[config.mk]
export PLATFORM = sky130hd
export DESIGN_NAME = adc_capture_dec
export DESIGN_NICKNAME = d
export VERILOG_FILES = /design/src/rtl/adc_cap_pkg.sv /design/src/rtl/adc_cap_fifo.sv /design/src/rtl/adc_capture_dec.sv
export SDC_FILE = /design/constraint.sdc
export NUM_CORES = 1
export LEC_CHECK = 0
export BUFFER_PORTS_ARGS = -buffer_cell sky130_fd_sc_hd__buf_4
export CORE_MARGIN = 1.5
export CORE_UTILIZATION = 55
export CTS_CLUSTER_DIAMETER = 200
export DETAILED_ROUTE_END_ITERATION = 16
export HOLD_SLACK_MARGIN = 0.06
export PLACE_DENSITY = 0.77
export RECOVER_POWER = 25
export SLEW_MARGIN = 20
export SYNTH_ARGS = -nofsm -noshare
export SYNTH_HDL_FRONTEND = slang
export SYNTH_HIERARCHICAL = 1
export SYNTH_SLANG_ARGS = --single-unit
[constraint.sdc]
create_clock -name CLK -period 2.6 [get_ports CLK]
set_clock_uncertainty 0.05 [all_clocks]
set_input_delay 0.52 -clock CLK [delete_from_list [all_inputs] [get_ports CLK]]
set_output_delay 0.52 -clock CLK [all_outputs]
set_load 0.005 [all_outputs]
[src/rtl/adc_cap_pkg.sv]
// Shared types and helpers for the decimating ADC capture front end.
// Helpers work on 32-bit containers; callers cast the result to their own width (all widths <= 32).
package adc_cap_pkg;

  typedef enum logic [1:0] {
    ST_IDLE = 2'd0,
    ST_WAKE = 2'd1,
    ST_RUN  = 2'd2
  } state_e;

  // Increment that sticks at the all-ones value of a wl-bit counter.
  function automatic logic [31:0] sat_inc(input logic [31:0] val, input int unsigned wl);
    logic [31:0] max_v;
    max_v = 32'hFFFF_FFFF >> (32 - wl);
    return (val >= max_v) ? max_v : val + 32'd1;
  endfunction

  // Reduce an in_wl-bit offset-binary sample to out_wl bits; OTR samples rail to the side of the MSB.
  function automatic logic [31:0] fmt_sample(input logic [31:0] smp, input logic otr,
                                             input int unsigned in_wl, input int unsigned out_wl,
                                             input logic round_en);
    logic [31:0] max_o;
    logic [31:0] res;
    int unsigned sh;
    sh    = in_wl - out_wl;
    max_o = 32'hFFFF_FFFF >> (32 - out_wl);
    if (otr) begin
      res = smp[in_wl-1] ? max_o : 32'd0;
    end else if (round_en && (sh > 0)) begin
      res = (smp >> sh) + ((smp >> (sh - 1)) & 32'd1);
      if (res > max_o) res = max_o;
    end else begin
      res = smp >> sh;
    end
    return res;
  endfunction

endpackage

[src/rtl/adc_cap_fifo.sv]
// Synchronous FIFO with extra-bit pointers; a write into a full FIFO is accepted when a read
// happens on the same edge.
module adc_cap_fifo #(
  parameter int unsigned DEPTH = 4,
  parameter int unsigned WL    = 8
) (
  input  logic          clk,
  input  logic          rst_n,
  input  logic          wr_req,
  input  logic [WL-1:0] wr_data,
  input  logic          rd_en,
  output logic [WL-1:0] rd_data,
  output logic          full,
  output logic          empty
);

  localparam int unsigned AW = $clog2(DEPTH);

  logic [AW:0]   wr_ptr_q, wr_ptr_d;
  logic [AW:0]   rd_ptr_q, rd_ptr_d;
  logic [WL-1:0] mem_q [DEPTH];
  logic          do_rd, do_wr;

  // NOTE: every signal gets a default at the top of always_comb so no path can infer a latch.
  always_comb begin
    empty    = (wr_ptr_q == rd_ptr_q);
    full     = (wr_ptr_q[AW] != rd_ptr_q[AW]) && (wr_ptr_q[AW-1:0] == rd_ptr_q[AW-1:0]);
    do_rd    = rd_en && !empty;
    do_wr    = wr_req && (!full || do_rd);
    wr_ptr_d = wr_ptr_q;
    rd_ptr_d = rd_ptr_q;
    if (do_wr) wr_ptr_d = wr_ptr_q + {{AW{1'b0}}, 1'b1};
    if (do_rd) rd_ptr_d = rd_ptr_q + {{AW{1'b0}}, 1'b1};
    rd_data  = empty ? '0 : mem_q[rd_ptr_q[AW-1:0]];
  end

  // NOTE: state flops use non-blocking assignments so every flop samples pre-edge values.
  always_ff @(posedge clk) begin
    if (!rst_n) begin
      wr_ptr_q <= '0;
      rd_ptr_q <= '0;
    end else begin
      wr_ptr_q <= wr_ptr_d;
      rd_ptr_q <= rd_ptr_d;
    end
  end

  // NOTE: storage is not reset; the pointers alone decide which entries are live.
  always_ff @(posedge clk) begin
    if (do_wr) mem_q[wr_ptr_q[AW-1:0]] <= wr_data;
  end

endmodule

[src/rtl/adc_capture_dec.sv]
// ADC capture front end: standby/wake sequencing, decimation, formatting, output FIFO, counters.
// Define ADC_CAP_ROUND_EN to round non-OTR samples half-up instead of truncating.
module adc_capture_dec
  import adc_cap_pkg::*;
#(
  parameter int unsigned IN_WL      = 10,
  parameter int unsigned OUT_WL     = 8,
  parameter int unsigned DEC_WL     = 8,
  parameter int unsigned WAKE_CYC   = 16,
  parameter int unsigned FIFO_DEPTH = 4,
  parameter int unsigned CNT_WL     = 16
) (
  input  logic              CLK,
  input  logic              RST_N,
  input  logic              EN,
  input  logic [DEC_WL-1:0] DEC_N,
  input  logic [IN_WL-1:0]  DAT_ADC,
  input  logic              OTR_ADC,
  output logic              STBY_ADC,
  output logic [OUT_WL-1:0] DOUT,
  output logic              DVALID,
  input  logic              DREADY,
  output logic              OTR_STICKY,
  input  logic              OTR_CLR,
  output logic [CNT_WL-1:0] OTR_CNT,
  output logic [CNT_WL-1:0] DROP_CNT
);

  localparam int unsigned WAKE_WL = $clog2(WAKE_CYC + 1);
`ifdef ADC_CAP_ROUND_EN
  localparam logic ROUND_EN = 1'b1;
`else
  localparam logic ROUND_EN = 1'b0;
`endif

  state_e               state_q, state_d;
  logic                 stby_q, stby_d;
  logic [WAKE_WL-1:0]   wake_cnt_q, wake_cnt_d;
  logic [DEC_WL-1:0]    dec_lat_q, dec_lat_d;
  logic [DEC_WL-1:0]    dec_cnt_q, dec_cnt_d;
  logic [IN_WL-1:0]     s1_dat_q, s1_dat_d;
  logic                 s1_otr_q, s1_otr_d;
  logic                 otr_sticky_q, otr_sticky_d;
  logic [CNT_WL-1:0]    otr_cnt_q, otr_cnt_d;
  logic [CNT_WL-1:0]    drop_cnt_q, drop_cnt_d;
  logic                 sel;
  logic                 fifo_rd, fifo_full, fifo_empty;
  logic [OUT_WL-1:0]    fmt_dat;

  always_comb begin
    state_d    = state_q;
    stby_d     = stby_q;
    wake_cnt_d = wake_cnt_q;
    dec_lat_d  = dec_lat_q;
    dec_cnt_d  = dec_cnt_q;
    sel        = 1'b0;
    case (state_q)
      ST_IDLE: begin
        dec_lat_d  = DEC_N;
        wake_cnt_d = '0;
        dec_cnt_d  = '0;
        if (EN) begin
          state_d = ST_WAKE;
          stby_d  = 1'b0;
        end
      end
      ST_WAKE: begin
        dec_lat_d = DEC_N;
        if (!EN) begin
          state_d    = ST_IDLE;
          stby_d     = 1'b1;
          wake_cnt_d = '0;
        end else if (wake_cnt_q == WAKE_WL'(WAKE_CYC - 1)) begin
          state_d    = ST_RUN;
          wake_cnt_d = '0;
          dec_cnt_d  = '0;
        end else begin
          wake_cnt_d = wake_cnt_q + WAKE_WL'(1);
        end
      end
      ST_RUN: begin
        // A sample already in the input stage is still taken on the edge that leaves RUN.
        sel       = (dec_cnt_q == '0);
        dec_cnt_d = (dec_cnt_q == dec_lat_q) ? '0 : dec_cnt_q + DEC_WL'(1);
        if (!EN) begin
          state_d = ST_IDLE;
          stby_d  = 1'b1;
        end
      end
      default: begin
        state_d = ST_IDLE;
        stby_d  = 1'b1;
      end
    endcase
  end

  always_comb begin
    s1_dat_d     = DAT_ADC;
    s1_otr_d     = OTR_ADC;
    fmt_dat      = OUT_WL'(fmt_sample(32'(s1_dat_q), s1_otr_q, IN_WL, OUT_WL, ROUND_EN));
    fifo_rd      = !fifo_empty && DREADY;
    otr_sticky_d = otr_sticky_q;
    otr_cnt_d    = otr_cnt_q;
    drop_cnt_d   = drop_cnt_q;
    if (sel && s1_otr_q) begin
      otr_sticky_d = 1'b1;
      otr_cnt_d    = CNT_WL'(sat_inc(32'(otr_cnt_q), CNT_WL));
    end
    if (OTR_CLR) begin
      otr_sticky_d = 1'b0;
      otr_cnt_d    = '0;
    end
    if (sel && fifo_full && !fifo_rd) drop_cnt_d = CNT_WL'(sat_inc(32'(drop_cnt_q), CNT_WL));
  end

  always_ff @(posedge CLK) begin
    if (!RST_N) begin
      state_q      <= ST_IDLE;
      stby_q       <= 1'b1;
      wake_cnt_q   <= '0;
      dec_lat_q    <= '0;
      dec_cnt_q    <= '0;
      s1_dat_q     <= '0;
      s1_otr_q     <= 1'b0;
      otr_sticky_q <= 1'b0;
      otr_cnt_q    <= '0;
      drop_cnt_q   <= '0;
    end else begin
      state_q      <= state_d;
      stby_q       <= stby_d;
      wake_cnt_q   <= wake_cnt_d;
      dec_lat_q    <= dec_lat_d;
      dec_cnt_q    <= dec_cnt_d;
      s1_dat_q     <= s1_dat_d;
      s1_otr_q     <= s1_otr_d;
      otr_sticky_q <= otr_sticky_d;
      otr_cnt_q    <= otr_cnt_d;
      drop_cnt_q   <= drop_cnt_d;
    end
  end

  adc_cap_fifo #(
    .DEPTH (FIFO_DEPTH),
    .WL    (OUT_WL)
  ) u_fifo (
    .clk     (CLK),
    .rst_n   (RST_N),
    .wr_req  (sel),
    .wr_data (fmt_dat),
    .rd_en   (fifo_rd),
    .rd_data (DOUT),
    .full    (fifo_full),
    .empty   (fifo_empty)
  );

  assign STBY_ADC   = stby_q;
  assign DVALID     = !fifo_empty;
  assign OTR_STICKY = otr_sticky_q;
  assign OTR_CNT    = otr_cnt_q;
  assign DROP_CNT   = drop_cnt_q;

endmodule

After elaboration in Yosys (flattened, before gate mapping)
Memories as Yosys holds them, arrays and structs flattened. A register that Yosys moved wholly into a read port is not among the register bits.
Cells that the tools add are included.
{ "word_totals": {"output_inout_bits": 43, "ramBits": 32, "input_bits": 24, "reg_bits": 74, "wordCells": 81, "memories": 1} }
{ "classes": {"eq_ne": 13, "bitwise_logic": 1, "addsub": 6, "muxes": 25, "magnitude_cmp": 2, "reduce_logical": 21} }
{ "mem_list": {"columns": ["memory", "words", "width", "rd", "rd_ports_with_merged_regs", "write_ports", "line", "text"], "rows": [
  ["u_fifo.mem_q", 4, 8, 1, 1, 1, "adc_cap_fifo.sv:21", "logic [WL-1:0] mem_q [DEPTH];"]
]} }
{ "op_table": {"columns": ["operator", "n"], "rows": [
  ["8-bit two-way mux", 6],
  ["16-bit by 1-bit adder with 16-bit output (second input constant)", 2],
  ["16-bit greater-or-equal comparator (second input constant)", 2],
  ["16-bit two-way mux", 2],
  ["8-bit one-hot mux with 3 select lines", 1],
  ["2-bit two-way mux", 6],
  ["5-bit two-way mux", 2],
  ["2-bit != test (second input constant)", 5],
  ["5-bit one-hot mux with 2 select lines", 1],
  ["8-bit by 1-bit adder with 8-bit output (second input constant)", 1],
  ["8-bit == test", 1],
  ["8-bit zero test", 1],
  ["1-bit logical AND", 7],
  ["3-bit by 1-bit adder with 3-bit output (second input constant)", 2],
  ["2-bit one-hot mux with 3 select lines", 1],
  ["3-bit AND reduction", 2],
  ["2-bit OR reduction", 3],
  ["5-bit by 1-bit adder with 5-bit output (second input constant)", 1],
  ["5-bit by 4-bit == test with 1-bit output (second input constant)", 1],
  ["1-bit two-way mux", 5],
  ["3-bit == test", 1],
  ["1-bit zero test", 3],
  ["3-bit != test (second input constant)", 1],
  ["3-bit nonzero test", 1],
  ["other kinds (10)", 10]
]} }

Logic depth before layout (Yosys ltp)
{ "depth": {"ltp_word": 8, "ltp_mapped": 8, "ltp_nobuf": 8} }

Cells and area by module
The synthesis kept the hierarchy.
{ "by_module_without_submodules": {"columns": ["mod", "cells_each", "area_per_inst_um2", "seq_area_each_um2", "instances"], "rows": [
  ["adc_capture_dec", 381, 3173.0, 1321.3, 1],
  ["adc_cap_fifo", 103, 1695.4, 1121.1, 1]
]} }

Worst setup path before layout
No wires, ideal clock.
{ "synth_timing": {"kind": "flip-flop to flip-flop", "from": "register u_fifo.wr_ptr_q[0]", "to": "memory u_fifo.mem_q[0][0] (enable)", "path_stages_with_launch": 7, "setup_time_ns": 0.277, "setup_slack_ns": 0.277, "synth_period_minus_slack_ns": 2.323, "required_ns": 2.273, "arrival_ns": 1.996, "path_buffers": 0, "path_cell_list": "dfxtp_1 -> xor2_1 -> nor3_2 -> nand2b_1 -> inv_1 -> o41a_1 -> and2_1"} }
{ "synth_between": {"elab_chain_cells": 8, "elab_cells_between_ends": 11, "classes_between": "eq/ne: 2; mux: 2; reduce/logical: 7"} }
{ "synth_lines": {"columns": ["item", "line", "text"], "rows": [
  ["start, declared", "adc_cap_fifo.sv:19", "logic [AW:0] wr_ptr_q, wr_ptr_d;"],
  ["start signal, assigned", "adc_cap_fifo.sv:43", "wr_ptr_q <= wr_ptr_d;"],
  ["3-bit == test", "adc_cap_fifo.sv:26", "empty = (wr_ptr_q == rd_ptr_q);"],
  ["net fifo_empty", "adc_capture_dec.sv:47", "logic fifo_rd, fifo_full, fifo_empty;"],
  ["1-bit zero test", "adc_capture_dec.sv:101", "fifo_rd = !fifo_empty && DREADY;"],
  ["1-bit logical AND", "adc_capture_dec.sv:101", null],
  ["net fifo_rd", "adc_capture_dec.sv:47", null],
  ["1-bit logical AND", "adc_cap_fifo.sv:28", "do_rd = rd_en && !empty;"],
  ["1-bit logical OR", "adc_cap_fifo.sv:29", "do_wr = wr_req && (!full || do_rd);"],
  ["1-bit logical AND", "adc_cap_fifo.sv:29", null],
  ["1-bit two-way mux", "adc_cap_fifo.sv:50", "if (do_wr) mem_q[wr_ptr_q[AW-1:0]] <= wr_data;"],
  ["1-bit two-way mux (not written as such)", "adc_cap_fifo.sv:50", null],
  ["end, declared", "adc_cap_fifo.sv:21", null]
]} }
The timed path passes the listed nets, and every way through them passes these cells.

==> impl_metrics.sql <==
INSERT INTO impl_metrics (metric_group, metric, value, unit) VALUES
('clock_tree', 'clock_tree.htree_level_count', '3', ''),
('global_routing', 'globalRoute.totalOverflow', '0', ''),
('yosys', 'avg_inst_size_synth', '10.1', 'um^2'),
('clock_tree', 'clk_transition_reported_paths', '110', 'ps'),
('clock_tree', 'cts_made_buffers', '9', ''),
('worst_setup_path', 'worst_path_largest_cell_delay', '660', 'ps'),
('routing', 'firstDrtPassIters', '4', ''),
('pwr', 'swShare', '25.1', '%'),
('yosys', 'synthTopCellsByCount', '74 x sky130_fd_sc_hd__dfxtp_1, 46 x sky130_fd_sc_hd__nand2_1, 32 x sky130_fd_sc_hd__a21oi_1, 32 x sky130_fd_sc_hd__edfxtp_1, 29 x sky130_fd_sc_hd__inv_1', ''),
('placed_design', 'gpl.final_weighted_congestion', '0.851', ''),
('worst_setup_path', 'worst_setup_path_end_kind', 'output pin', ''),
('yosys', 'ys_seq_area_share', '50.2', '%'),
('timing', 'period_share', '93.9', '%'),
('worst_setup_path', 'crit_family', 'flip-flops', ''),
('routing', 'detail_route.iter0.violations', '126', ''),
('yosys', 'synth_top_flop_cell', 'sky130_fd_sc_hd__dfxtp_1', ''),
('worst_setup_path', 'criticalPathCategory', 'register to output pin', ''),
('routing', 'drc', '0', ''),
('clock_tree', 'insertion_delay', '370', 'ps'),
('worst_setup_path', 'timing.critical_path.buf_inv', '1', ''),
('die', 'chipHeight', '97.1', 'um'),
('timing', 'fin_ws', '159', 'ps'),
('hold_path', 'hold_path.class', 'input pin to register', ''),
('die', 'ios', '67', ''),
('routing', 'antenna_violating_nets_post_route', '0', ''),
('die', 'design.die.area', '9430', 'um^2'),
('routing', 'wl_per_cell', '14.6', 'um'),
('finish', 'syn_to_final_growth', '15.9', '%'),
('global_routing', 'grt_first_pass_wirelength', '16300', 'um'),
('timing', 'rsz0062_at_grt', 'no', ''),
('yosys', 'synth_largest_area_cell', 'sky130_fd_sc_hd__dfxtp_1', ''),
('die', 'placementRows', '34', ''),
('timing', 'timing.max_slew.rel_slack', '54.2', '%'),
('yosys', 'synth_enable_flop_cells', '32', ''),
('outcome', 'status', 'finished clean', ''),
('clock_tree', 'post_cts.repair.setup_buffers', '0', ''),
('clock_tree', 'clock_sinks', '106', ''),
('finish', 'final_nets', '585', ''),
('global_routing', 'pin_count_of_the_biggest_net_entering_global_routing', '37', ''),
('yosys', 'synth_fp_nets', '523', ''),
('yosys', 'synthDominantCellAreaShare', '30.4', '%'),
('global_routing', 'globalRouteTotalUtil', '20.9', '%'),
('clock_tree', 'tritoncts', 'yes', ''),
('pwr', 'intPower', '2.17', 'mW'),
('timing', 'report.final.hold_viol_count', '0', ''),
('clock_tree', 'cts-root-to-sink-buffers', '2', ''),
('yosys', 'yosys_warnings', '6', ''),
('die', 'die_width', '97.1', 'um'),
('routing', 'route.detailed.vias_per_inst', '5.70', ''),
('timing', 'finalMaxSlewViolations', '0', ''),
('timing', 'post-route-min-period', '2440', 'ps'),
('placed_design', 'pre_cts_ws', '280', 'ps'),
('worst_setup_path', 'cpMaxStageDelayCell', 'sky130_fd_sc_hd__dfxtp_1', ''),
('yosys', 'netlist_instances', '484', ''),
('finish', 'layout-drive-gt1-share', '19.1', '%'),
('pwr', 'powerDensity', '513', 'nW/um^2'),
('finish', 'n_antenna_cell', '0', ''),
('yosys', 'post_synth_main_area_contributors', 'sky130_fd_sc_hd__dfxtp_1 30%, sky130_fd_sc_hd__edfxtp_1 20%, sky130_fd_sc_hd__ha_1 3.9%', ''),
('routing', 'postRouteWirelength', '9610', 'um'),
('routing', 'route.vias.total', '3757', ''),
('timing', 'fmax', '410', 'MHz'),
('global_routing', 'grt_pass1_vias', '3494', ''),
('die', 'area_of_the_core', '8640', 'um^2'),
('placed_design', 'port_buffers', '64', ''),
('clock_tree', 'cell_at_the_root_of_the_clock_tree', 'sky130_fd_sc_hd__clkbuf_8', ''),
('pwr', 'power.switching', '0.725', 'mW'),
('yosys', 'synth_cell_type_count', '57', ''),
('clock_tree', 'cts.hold.buffers_added', '0', ''),
('worst_setup_path', 'critPathMaxFanout', '8', ''),
('worst_setup_path', 'path_cells', 'mux4_2, nor2b_1, buf_4', ''),
('timing', 'tightestPinTransition', '685', 'ps');
## per-layer routing
metal / track usage (%) / routed length, um / up-vias
met5: 0 / 0 / -
li1: - / - / 1866
met1: 27.9 / 4330 / 1789
met2: 35.4 / 4830 / 94
met4: 5.35 / 88 / 0
met3: 3.45 / 363 / 8
## flip-flops by register name, indices dropped and copies added (netlist names), named ones only
signal and count:
u_fifo/mem_q 32, DROP_CNT 16, OTR_CNT 16, dec_cnt_q 8, dec_lat_q 8, s1_dat_q 8, wake_cnt_q 5, u_fifo/rd_ptr_q 3
u_fifo/wr_ptr_q 3, state_q 2, OTR_STICKY 1, STBY_ADC 1, s1_otr_q 1
## cells in the final DEF, fill, tap and decap left out, types with 3 or more instances in the layout
cell type                  count
sky130_fd_sc_hd__dfxtp_1      74
sky130_fd_sc_hd__buf_4        68
sky130_fd_sc_hd__nand2_1      46
sky130_fd_sc_hd__a21oi_1      32
sky130_fd_sc_hd__edfxtp_1     32
sky130_fd_sc_hd__inv_1        29
sky130_fd_sc_hd__nor2_1       27
sky130_fd_sc_hd__nand3_1      20
sky130_fd_sc_hd__nor3_1       16
sky130_fd_sc_hd__ha_1         15
sky130_fd_sc_hd__and2_1       14
sky130_fd_sc_hd__o21ai_0      13
sky130_fd_sc_hd__xor2_1       12
sky130_fd_sc_hd__xnor2_1      12
sky130_fd_sc_hd__mux2i_1      11
sky130_fd_sc_hd__nand4_1      10
sky130_fd_sc_hd__a31oi_1       9
sky130_fd_sc_hd__clkbuf_8      9
sky130_fd_sc_hd__mux4_2        8
sky130_fd_sc_hd__nor2b_1       8
sky130_fd_sc_hd__and3_1        7
sky130_fd_sc_hd__nand2b_1      6
sky130_fd_sc_hd__nor4_1        6
sky130_fd_sc_hd__o211a_1       5
sky130_fd_sc_hd__or3_1         4
sky130_fd_sc_hd__a211oi_1      4
sky130_fd_sc_hd__a41oi_1       3
sky130_fd_sc_hd__o22ai_1       3
sky130_fd_sc_hd__nor3b_1       3
sky130_fd_sc_hd__or2_2         3
sky130_fd_sc_hd__and4_1        3
sky130_fd_sc_hd__clkbuf_4      3
## final timing paths
kind,from,end,slack [ps],cells past startpoint
worst min register to register,wake_cnt_q[4],wake_cnt_q[4],420,1
worst min-delay path,OTR_ADC,s1_otr_q,300,2
worst max-delay path,register,DOUT[5],160,3
worst max register to register,u_fifo/wr_ptr_q[0],DROP_CNT[7],270,6
## cells by family after synthesis
| group | synth area share (%) |
|---|---|
| adder cells (fa/ha/maj) | 3.86 |
| AO/OA/AOI/OAI | 11.6 |
| buffers and inverters | 4.03 |
| flip-flops | 50.2 |
| AND/OR/NAND/NOR | 20.0 |
| XOR/XNOR | 4.32 |
| multiplexers | 5.96 |
## layout make-up
cell class                 count  area, um^2
tap                          108         135
inverter                      29         109
clock buffer                   9         124
sequential                   106        2440
clock inverter                 7        70.1
fill                         704        2990
multi-input combinational    329        2230
timing repair buffer          71         533
## power groups by stage
stage / Sequential [mW] / Clock (mW) / Combinational (mW)
finish: 1.74 / 0.986 / 0.166
global route: 1.75 / 1.07 / 0.185
CTS: 1.74 / 0.996 / 0.165
detailed placement: 1.78 / 0 / 0.165
global placement: 1.78 / 0 / 0.159
floorplan: 1.78 / 0 / 0.109
## stage by stage
step / utilization, % / total power [mW] / std cells / area (um^2) / hold slack (ps)
after floorplan: - / 1.89 / 484 / 4870 / 391
after global placement: 63.1 / 1.94 / 643 / 5450 / 401
after detailed placement: 63.1 / 1.95 / 643 / 5450 / 405
after CTS: 65.3 / 2.90 / 659 / 5640 / 294
after global routing: 65.3 / 3.01 / 659 / 5640 / 291
final: 65.3 / 2.90 / 659 / 5640 / 299
No activity file was read; power rests on OpenSTA's default activity.
